==> src/rtl/nios_avalon_st_packet_tx_if.sv <==
// rtl/nios_avalon_st_packet_tx_if.sv - write port and Avalon-ST source signals of the packet transmitter
// master is the transmitter's view; slave is the producer/sink environment.
interface nios_avalon_st_packet_tx_if;
  logic        wr_valid;
  logic        wr_ready;
  logic [31:0] wr_data;
  logic        wr_last;
  logic [1:0]  wr_empty;
  logic        wr_error;
  logic        out_ready;
  logic        out_valid;
  logic [31:0] out_data;
  logic        out_error;
  logic        out_startofpacket;
  logic        out_endofpacket;
  logic [1:0]  out_empty;

  modport master (
    input  wr_valid, wr_data, wr_last, wr_empty, wr_error, out_ready,
    output wr_ready, out_valid, out_data, out_error, out_startofpacket,
    output out_endofpacket, out_empty
  );

  modport slave (
    output wr_valid, wr_data, wr_last, wr_empty, wr_error, out_ready,
    input  wr_ready, out_valid, out_data, out_error, out_startofpacket,
    input  out_endofpacket, out_empty
  );
endinterface

==> src/rtl/nios_avalon_st_packet_tx.sv <==
// rtl/nios_avalon_st_packet_tx.sv - store-and-forward Avalon-ST packet source with ready latency
// Buffers whole packets in a FIFO; oversize packets are cut through with the error flag forced.
module nios_avalon_st_packet_tx #(
  parameter int  DEPTH         = 16,
  parameter int  READY_LATENCY = 1,
  parameter int  CNT_W         = 16,
  localparam int AW            = $clog2(DEPTH)
) (
  input  logic                       clk,
  input  logic                       reset_n,
  nios_avalon_st_packet_tx_if.master st,
  output logic [CNT_W-1:0]           pkt_count,
  output logic [AW:0]                fill_level
);
  typedef enum logic [1:0] {IDLE, SEND, CUT} state_t;

  localparam logic [AW:0]      FULL_LVL = (AW + 1)'(DEPTH);
  localparam logic [AW:0]      LVL_ONE  = (AW + 1)'(1);
  localparam logic [AW-1:0]    PTR_ONE  = AW'(1);
  localparam logic [CNT_W-1:0] CNT_ONE  = CNT_W'(1);

  logic [35:0]      mem_q [DEPTH];
  logic [AW-1:0]    wr_ptr_q;
  logic [AW-1:0]    rd_ptr_q;
  logic [AW:0]      count_q;
  logic [AW:0]      count_d;
  logic [AW:0]      pkts_buf_q;
  logic [AW:0]      pkts_buf_d;
  state_t           state_q;
  logic             sop_q;
  logic [CNT_W-1:0] pkt_count_q;

  logic        permit;
  logic        wr_fire;
  logic        xfer;
  logic [31:0] head_data;
  logic        head_error;
  logic        head_last;
  logic [1:0]  head_empty;

  assign st.wr_ready = reset_n && (count_q != FULL_LVL);
  assign wr_fire     = st.wr_valid && st.wr_ready;
  assign {head_data, head_error, head_last, head_empty} = mem_q[rd_ptr_q];

  generate
    if (READY_LATENCY == 0) begin : g_rl0
      assign permit = 1'b1;
    end else begin : g_rlp
      logic [READY_LATENCY-1:0] rdy_pipe_q;
      always_ff @(posedge clk or negedge reset_n) begin
        if (!reset_n) begin
          rdy_pipe_q <= '0;
        end else begin
          rdy_pipe_q <= (rdy_pipe_q << 1) | (READY_LATENCY)'(st.out_ready);
        end
      end
      assign permit = rdy_pipe_q[READY_LATENCY-1];
    end
  endgenerate

  // With a nonzero ready latency the permit already encodes the sink's promise to accept.
  assign st.out_valid = (state_q != IDLE) && (count_q != '0) && permit;
  assign xfer         = st.out_valid && ((READY_LATENCY != 0) || st.out_ready);

  always_comb begin
    count_d    = count_q;
    pkts_buf_d = pkts_buf_q;
    if (wr_fire) count_d = count_d + LVL_ONE;
    if (xfer) count_d = count_d - LVL_ONE;
    if (wr_fire && st.wr_last) pkts_buf_d = pkts_buf_d + LVL_ONE;
    if (xfer && head_last) pkts_buf_d = pkts_buf_d - LVL_ONE;
  end

  always_ff @(posedge clk) begin
    if (wr_fire) mem_q[wr_ptr_q] <= {st.wr_data, st.wr_error, st.wr_last, st.wr_empty};
  end

  always_ff @(posedge clk or negedge reset_n) begin
    if (!reset_n) begin
      wr_ptr_q   <= '0;
      rd_ptr_q   <= '0;
      count_q    <= '0;
      pkts_buf_q <= '0;
    end else begin
      if (wr_fire) wr_ptr_q <= wr_ptr_q + PTR_ONE;
      if (xfer) rd_ptr_q <= rd_ptr_q + PTR_ONE;
      count_q    <= count_d;
      pkts_buf_q <= pkts_buf_d;
    end
  end

  always_ff @(posedge clk or negedge reset_n) begin
    if (!reset_n) begin
      state_q     <= IDLE;
      sop_q       <= 1'b1;
      pkt_count_q <= '0;
    end else begin
      if (xfer) begin
        sop_q <= head_last;
        if (head_last) pkt_count_q <= pkt_count_q + CNT_ONE;
      end
      case (state_q)
        // A full FIFO with no complete packet can only drain by cutting through.
        IDLE: begin
          if (pkts_buf_q != '0) state_q <= SEND;
          else if (count_q == FULL_LVL) state_q <= CUT;
        end
        SEND, CUT: begin
          if (xfer && head_last) state_q <= (pkts_buf_d != '0) ? SEND : IDLE;
        end
        default: state_q <= IDLE;
      endcase
    end
  end

  assign st.out_data          = st.out_valid ? head_data : 32'h0;
  assign st.out_error         = st.out_valid && (head_error || (state_q == CUT));
  assign st.out_startofpacket = st.out_valid && sop_q;
  assign st.out_endofpacket   = st.out_valid && head_last;
  assign st.out_empty         = (st.out_valid && head_last) ? head_empty : 2'b00;
  assign pkt_count            = pkt_count_q;
  assign fill_level           = count_q;
endmodule

==> src/flat_wrapper.sv <==
// flat-port wrapper written by rule: the top's interface ports become plain ports
module nios_avalon_st_packet_tx_flat 
#(
  parameter int  DEPTH         = 16,
  parameter int  READY_LATENCY = 1,
  parameter int  CNT_W         = 16,
  localparam int AW            = $clog2(DEPTH)
)
  (clk, reset_n, pkt_count, fill_level, st_wr_valid, st_wr_data, st_wr_last, st_wr_empty, st_wr_error, st_out_ready, st_wr_ready, st_out_valid, st_out_data, st_out_error, st_out_startofpacket, st_out_endofpacket, st_out_empty);
  nios_avalon_st_packet_tx_if st_i ();
  input  logic clk;
  input  logic reset_n;
  output logic [CNT_W-1:0] pkt_count;
  output logic [AW:0] fill_level;
  input wire logic [$bits(st_i.wr_valid)-1:0] st_wr_valid;
  input wire logic [$bits(st_i.wr_data)-1:0] st_wr_data;
  input wire logic [$bits(st_i.wr_last)-1:0] st_wr_last;
  input wire logic [$bits(st_i.wr_empty)-1:0] st_wr_empty;
  input wire logic [$bits(st_i.wr_error)-1:0] st_wr_error;
  input wire logic [$bits(st_i.out_ready)-1:0] st_out_ready;
  output wire logic [$bits(st_i.wr_ready)-1:0] st_wr_ready;
  output wire logic [$bits(st_i.out_valid)-1:0] st_out_valid;
  output wire logic [$bits(st_i.out_data)-1:0] st_out_data;
  output wire logic [$bits(st_i.out_error)-1:0] st_out_error;
  output wire logic [$bits(st_i.out_startofpacket)-1:0] st_out_startofpacket;
  output wire logic [$bits(st_i.out_endofpacket)-1:0] st_out_endofpacket;
  output wire logic [$bits(st_i.out_empty)-1:0] st_out_empty;
  assign st_i.wr_valid = st_wr_valid;
  assign st_i.wr_data = st_wr_data;
  assign st_i.wr_last = st_wr_last;
  assign st_i.wr_empty = st_wr_empty;
  assign st_i.wr_error = st_wr_error;
  assign st_i.out_ready = st_out_ready;
  assign st_wr_ready = st_i.wr_ready;
  assign st_out_valid = st_i.out_valid;
  assign st_out_data = st_i.out_data;
  assign st_out_error = st_i.out_error;
  assign st_out_startofpacket = st_i.out_startofpacket;
  assign st_out_endofpacket = st_i.out_endofpacket;
  assign st_out_empty = st_i.out_empty;
  nios_avalon_st_packet_tx #(.DEPTH(DEPTH), .READY_LATENCY(READY_LATENCY), .CNT_W(CNT_W)) u_core (.clk(clk), .reset_n(reset_n), .st(st_i), .pkt_count(pkt_count), .fill_level(fill_level));
endmodule
==> config.mk <==
export PLATFORM = sky130hd
export DESIGN_NAME = nios_avalon_st_packet_tx_flat
export DESIGN_NICKNAME = d
export VERILOG_FILES = /design/src/rtl/nios_avalon_st_packet_tx_if.sv /design/src/rtl/nios_avalon_st_packet_tx.sv /design/src/flat_wrapper.sv
export SDC_FILE = /design/constraint.sdc
export NUM_CORES = 1
export LEC_CHECK = 0
export ABC_CLOCK_PERIOD_IN_PS = 8400
export CAP_MARGIN = 10
export CORE_MARGIN = 1
export CORE_UTILIZATION = 35
export CTS_BUF_LIST = sky130_fd_sc_hd__clkbuf_4 sky130_fd_sc_hd__clkbuf_8 sky130_fd_sc_hd__clkbuf_16
export CTS_CLUSTER_DIAMETER = 80
export DETAILED_ROUTE_END_ITERATION = 16
export GPL_TIMING_DRIVEN = 0
export PLACE_DENSITY = 0.51
export REMOVE_ABC_BUFFERS = 1
export SLEW_MARGIN = 30
export SYNTH_ARGS = -nofsm -noshare
export SYNTH_HDL_FRONTEND = slang
export SYNTH_SLANG_ARGS = --single-unit
==> constraint.sdc <==
create_clock -name clk -period 8.4 [get_ports clk]
set_input_delay 1.68 -clock clk [delete_from_list [all_inputs] [get_ports clk]]
set_output_delay 1.68 -clock clk [all_outputs]
set_load 0.01 [all_outputs]
### Word level (Yosys, flattened, before mapping)

Memories as Yosys holds them, arrays and structs flattened.
Cells that the tools add are included.

* register bits: 38
* bits in writable memories: 576
* output and inout bits: 60
* memories: 1

Memories
* u_core.mem_q: depth 16, bits a word 36, rd ports 1, clocked after Yosys merged registers in 0, write ports 1, line nios_avalon_st_packet_tx.sv:22 `logic [35:0] mem_q [DEPTH];`

* add/subtract/negate cells: 7
* equality and inequality tests: 6
* muxes and demuxes: 13
* reduce and logical (&&, ||, !) cells: 17

Operators with widths (number)
* 32-bit 2-to-1 mux: 1
* 5-bit 2-to-1 mux: 4
* 16-bit by 1-bit adder with 16-bit output (second input constant): 1
* 5-bit nonzero test: 3
* 5-bit by 1-bit adder with 5-bit output (second input constant): 2
* 5-bit by 1-bit subtractor with 5-bit output (second input constant): 2
* 4-bit by 1-bit adder with 4-bit output (second input constant): 2
* 1-bit logical AND: 8
* 2-bit 2-to-1 mux: 4
* 5-bit == test (second input constant): 1
* 5-bit != test (second input constant): 1
* 2-bit one-hot mux with 2 select lines: 1
* 2-bit AND reduction: 2
* 1-bit 2-to-1 mux: 3
* 3-bit by 1-bit != test with 1-bit output (second input constant): 1
* 2-bit by 1-bit == test with 1-bit output (second input constant): 1
* 2-bit == test (second input constant): 1
* 2-bit zero test: 1
* 2-bit != test (second input constant): 1
* 2-bit nonzero test: 1
* 2-bit OR reduction: 1
* 1-bit logical OR: 1

### Longest topological paths before layout

* word-level depth: 11
* gate-level depth with buffers: 12

### Worst setup path after synthesis

OpenSTA, ideal clock, no wires.

* path type: flip-flop to output port
* start point: register u_core.rd_ptr_q[1]
* end point: output port st_out_data[15]
* arrival time: 2.088 ns
* data required time: 6.720 ns
* path slack: 4.632 ns
* stages on the path, launching flop included: 7
* path buffers: 3
* cells stage by stage: dfrtp_1 buf_2 clkbuf_1 buf_1 mux4_2 mux4_2 and2_1

* word-level cells in the longest chain between the ends: 2

RTL lines
* start, declared: line nios_avalon_st_packet_tx.sv:24 `logic [AW-1:0] rd_ptr_q;`
* start signal, assigned: line nios_avalon_st_packet_tx.sv:86 `if (xfer) rd_ptr_q <= rd_ptr_q + PTR_ONE;`
* memory 16 x 36 bit
* 32-bit 2-to-1 mux: line nios_avalon_st_packet_tx.sv:116 `assign st.out_data = st.out_valid ? head_data : 32'h0;`
* end, declared: line flat_wrapper.sv:23 `output wire logic [$bits(st_i.out_data)-1:0] st_out_data;`

Every way passes these cells.

### Worst setup path after layout

* start point: register u_core.rd_ptr_q[0]
* end point: output port st_out_data[27]

The elaborated chain is that of the path after synthesis.

==> flow_summary.json <==
{
  "outcome": "completed",
  "cts_buffers": 68,
  "syn_inst": 1068,
  "peakVddDrop_mv": 0.159,
  "worstRegToRegCells": 9,
  "yosys_register_bits": 614,
  "cts_tree": "done",
  "dr.pass1.iters": 5,
  "postLayoutCoreUtil": 0.425,
  "path_cells": "buf_12 > buf_16 > buf_16 > mux4_2 > mux4_2 > and2_1 > clkdlybuf4s50_1",
  "wire_per_inst_um": 25.4,
  "drive_gt1_frac": 0.266,
  "crit_fanout": 28,
  "avgSynthCellArea_um2": 22.6,
  "power_leakage_nw": 9.17,
  "post_cts_resized": 0,
  "power_mw": 9.05,
  "antenna_found_initial": 6,
  "dieArea_mm2": 0.0700,
  "hpwl_um": 29700,
  "grt_overflow": 0,
  "start_util": 0.357,
  "fin_setup_tns_ns": 0,
  "whs_path_depth": 1,
  "drt_iter0_drc": 834,
  "relSlewSlack": 0.547,
  "syn2layout_area_growth_pct": 19.2,
  "synthFlopType": "edfxtp_1",
  "cts_root_buf": "clkbuf_16",
  "vias": 11163,
  "yosys.area.top_type": "edfxtp_1",
  "yosys_warnings": 0,
  "p_per_area_mw_per_mm2": 315,
  "grt-busiest-layer": "met2",
  "dp.cells": 2016,
  "portBuffers": 99,
  "drc": 0,
  "cts.clk_slew.worst_paths_ns": 0.06,
  "drt_wl_total_um": 54400,
  "worst_hold_path.endpoint": "u_core.pkt_count[15]",
  "setup_violations": 0,
  "grtUsageMet3": 0.0321,
  "final_cells": 2138,
  "synthArstFlopShare": 0.0619,
  "grt_max_degree": 43,
  "synth_top_area_frac": 0.717,
  "grt_pass1_vias": 11769,
  "worst_pin_slew_ns": 0.677,
  "cts_buffer_depth": 3,
  "start_kind": "register",
  "cts.sinks": 614,
  "post-route-min-period_ns": 5.74,
  "ys_types": 43,
  "p_int_mw": 6.56,
  "use_met2": 0.256,
  "worst-endpoint-arrival_ns": 4.06,
  "min_from": "u_core.pkt_count[15]",
  "grt_pass1_wl_um": 80500,
  "gp_congestion": 0.719,
  "synth_edf_count": 576,
  "path_class": "register to primary output",
  "die_y_um": 265,
  "cp-end-kind": "primary output",
  "cp_slowest_cell": "dfrtp_4",
  "worstReg2RegEnd": "u_core.pkts_buf_q[4]",
  "rsz0062_at_grt": "no",
  "synth_area_leaders": "edfxtp_1, mux4_2, dfrtp_1",
  "hold_buffers": 0,
  "nFillCells": 5771,
  "htreeDepth": 3,
  "core_area_mm2": 0.0676,
  "viasPerCell": 5.22,
  "ant_nets": 0,
  "maxCapViolations": 0,
  "r2r_slack_ns": 5.23,
  "switching_share": 0.275,
  "slowest_delay_ns": 0.81,
  "rr_startpoint": "u_core.fill_level[0]",
  "clock_latency_ns": 0.60,
  "power.switching_mw": 2.49,
  "nets": 1268,
  "synth_area_mm2": 0.0241,
  "cp.required_ns": 6.72,
  "use_met1": 0.221,
  "synth_seq_area_share": 0.757,
  "hold_class": "register to register",
  "skew_ns": 0.0211,
  "combinationalPowerShare": 0.271,
  "p_clk_frac": 0.314,
  "die_w_um": 265,
  "postCtsSetupBuffers": 0,
  "io_pins": 100,
  "pwr-share-seq": 0.416,
  "rows": 95,
  "hold_viol": 0,
  "max_clock_freq_ghz": 0.174,
  "grt_use_total": 0.159,
  "drv_slew": 0,
  "num_antenna_cells": 0,
  "fin_crit_sh": 0.684
}
==> critical path: cells and delay by family (launching register included) <==
| kind | cells | cell delay, ns |
|---|---|---|
| AND/OR/NAND/NOR | 1 | 0.23 |
| multiplexers | 2 | 1.01 |
| buffers and inverters | 4 | 1.36 |
| flip-flops | 1 | 0.81 |
==> cell families (layout without fill, tap and decap cells) <==
family,after synthesis,in the layout,share of synthesized area
flip-flops,614,614,0.757
multiplexers,193,193,0.171
AND/OR/NAND/NOR,129,129,0.0316
buffers and inverters,62,259,0.0148
XOR/XNOR,37,37,0.0134
AO/OA/AOI/OAI,18,18,0.00477
adder cells (fa/ha/maj),15,15,0.00778
==> per-stage QoR <==
stage | area, um^2 | worst slack [ns] | hold slack [ns]
CTS | 28700 | 2.52 | 0.478
global placement | 25900 | -4.50 | 0.461
floorplan | 23800 | -0.360 | 0.491
detailed placement | 26600 | 3.18 | 0.470
global route | 28700 | 2.37 | 0.506
finish | 28700 | 2.66 | 0.467
==> routing by layer <==
metal	wire, um	up-vias
li1	-	4756
met1	24600	6073
met2	26300	233
met3	2210	91
met4	1180	10
met5	64	-
==> how the worst max path moves through the flow <==
stage	cells after the start	endpoint	from	slack (ns)
floorplan	5	st_out_empty[0]	u_core.rd_ptr_q[0]	-0.36
global route	9	st_out_empty[0]	u_core.fill_level[0]	2.37
finish	7	st_out_data[27]	u_core.rd_ptr_q[0]	2.66
global placement	6	st_out_empty[0]	u_core.rd_ptr_q[0]	-4.50
detailed placement	7	st_out_data[27]	u_core.rd_ptr_q[0]	3.18
CTS	7	st_out_data[27]	u_core.rd_ptr_q[0]	2.52
==> placed cells by master (no fill, tap or decap), types with 4 or more instances in the layout <==
cell type        netlist  final
clkinv_1               0     16
buf_16                 0     12
o21ai_1                5      5
mux4_2               175    175
clkdlybuf4s50_1        0     98
and3_1                 6      6
and2_4                 0     16
and2_1                54     38
dfrtp_4                0      4
xor2_1                 9      9
clkinv_2               0     11
nor2_1                 9      9
nand3_1               13     13
inv_6                  1      4
dfrtp_1               37     33
clkbuf_4               0     15
buf_12                 0     16
edfxtp_1             576    576
nand4_1               12     12
clkbuf_16              0     71
mux2i_1               15     15
ha_1                  15     15
inv_1                  9      9
xnor2_1               28     28
nand2_1               17     16
==> cells in the mapped netlist (2+ instances only) <==
| master | n |
|---|---|
| a21oi_1 | 2 |
| buf_6 | 13 |
| xnor2_1 | 28 |
| inv_1 | 9 |
| mux2i_1 | 15 |
| mux4_2 | 175 |
| mux2_1 | 3 |
| nand3_1 | 13 |
| nor3b_1 | 2 |
| a22oi_1 | 2 |
| clkbuf_1 | 21 |
| and3_1 | 6 |
| buf_1 | 3 |
| a21boi_1 | 2 |
| o21ai_1 | 5 |
| nor4b_1 | 2 |
| nand2_1 | 17 |
| buf_2 | 14 |
| xor2_1 | 9 |
| dfrtp_1 | 37 |
| nor3_1 | 2 |
| edfxtp_1 | 576 |
| a31oi_1 | 2 |
| ha_1 | 15 |
| and2_1 | 54 |
| nor2b_1 | 3 |
| nor2_1 | 9 |
| nand4_1 | 12 |
| and4_1 | 3 |
==> registers in the layout, indices dropped and copies added (netlist names) <==
| name | count |
|---|---|
| u_core.mem_q | 576 |
| u_core.pkt_count | 16 |
| u_core.fill_level | 5 |
| u_core.pkts_buf_q | 5 |
| u_core.rd_ptr_q | 4 |
| u_core.wr_ptr_q | 4 |
| u_core.state_q | 2 |
| u_core.g_rlp.rdy_pipe_q | 1 |
| u_core.sop_q | 1 |
==> power by group through the flow <==
stage                     logic [mW]  clock network [mW]  registers, mW
final                           2.45                2.84           3.76
after global routing            2.64                3.03           3.79
after CTS                       2.52                2.92           3.77
after detailed placement        2.51                   0           3.83
after global placement          2.43                   0           4.26
after floorplan                 1.61                   0           4.01
==> final cells by class <==
type                       instances  area [um^2]  share of cell area
tap                              873         1090              0.0380
sequential                       614        18300               0.635
clock inverter                    35          241             0.00840
clock buffer                      87         1900              0.0662
inverter                          10         42.5             0.00148
multi-input combinational        392         5560               0.193
timing repair buffer             127         1640              0.0570
Note: power is estimated with default switching activity, not from simulation.
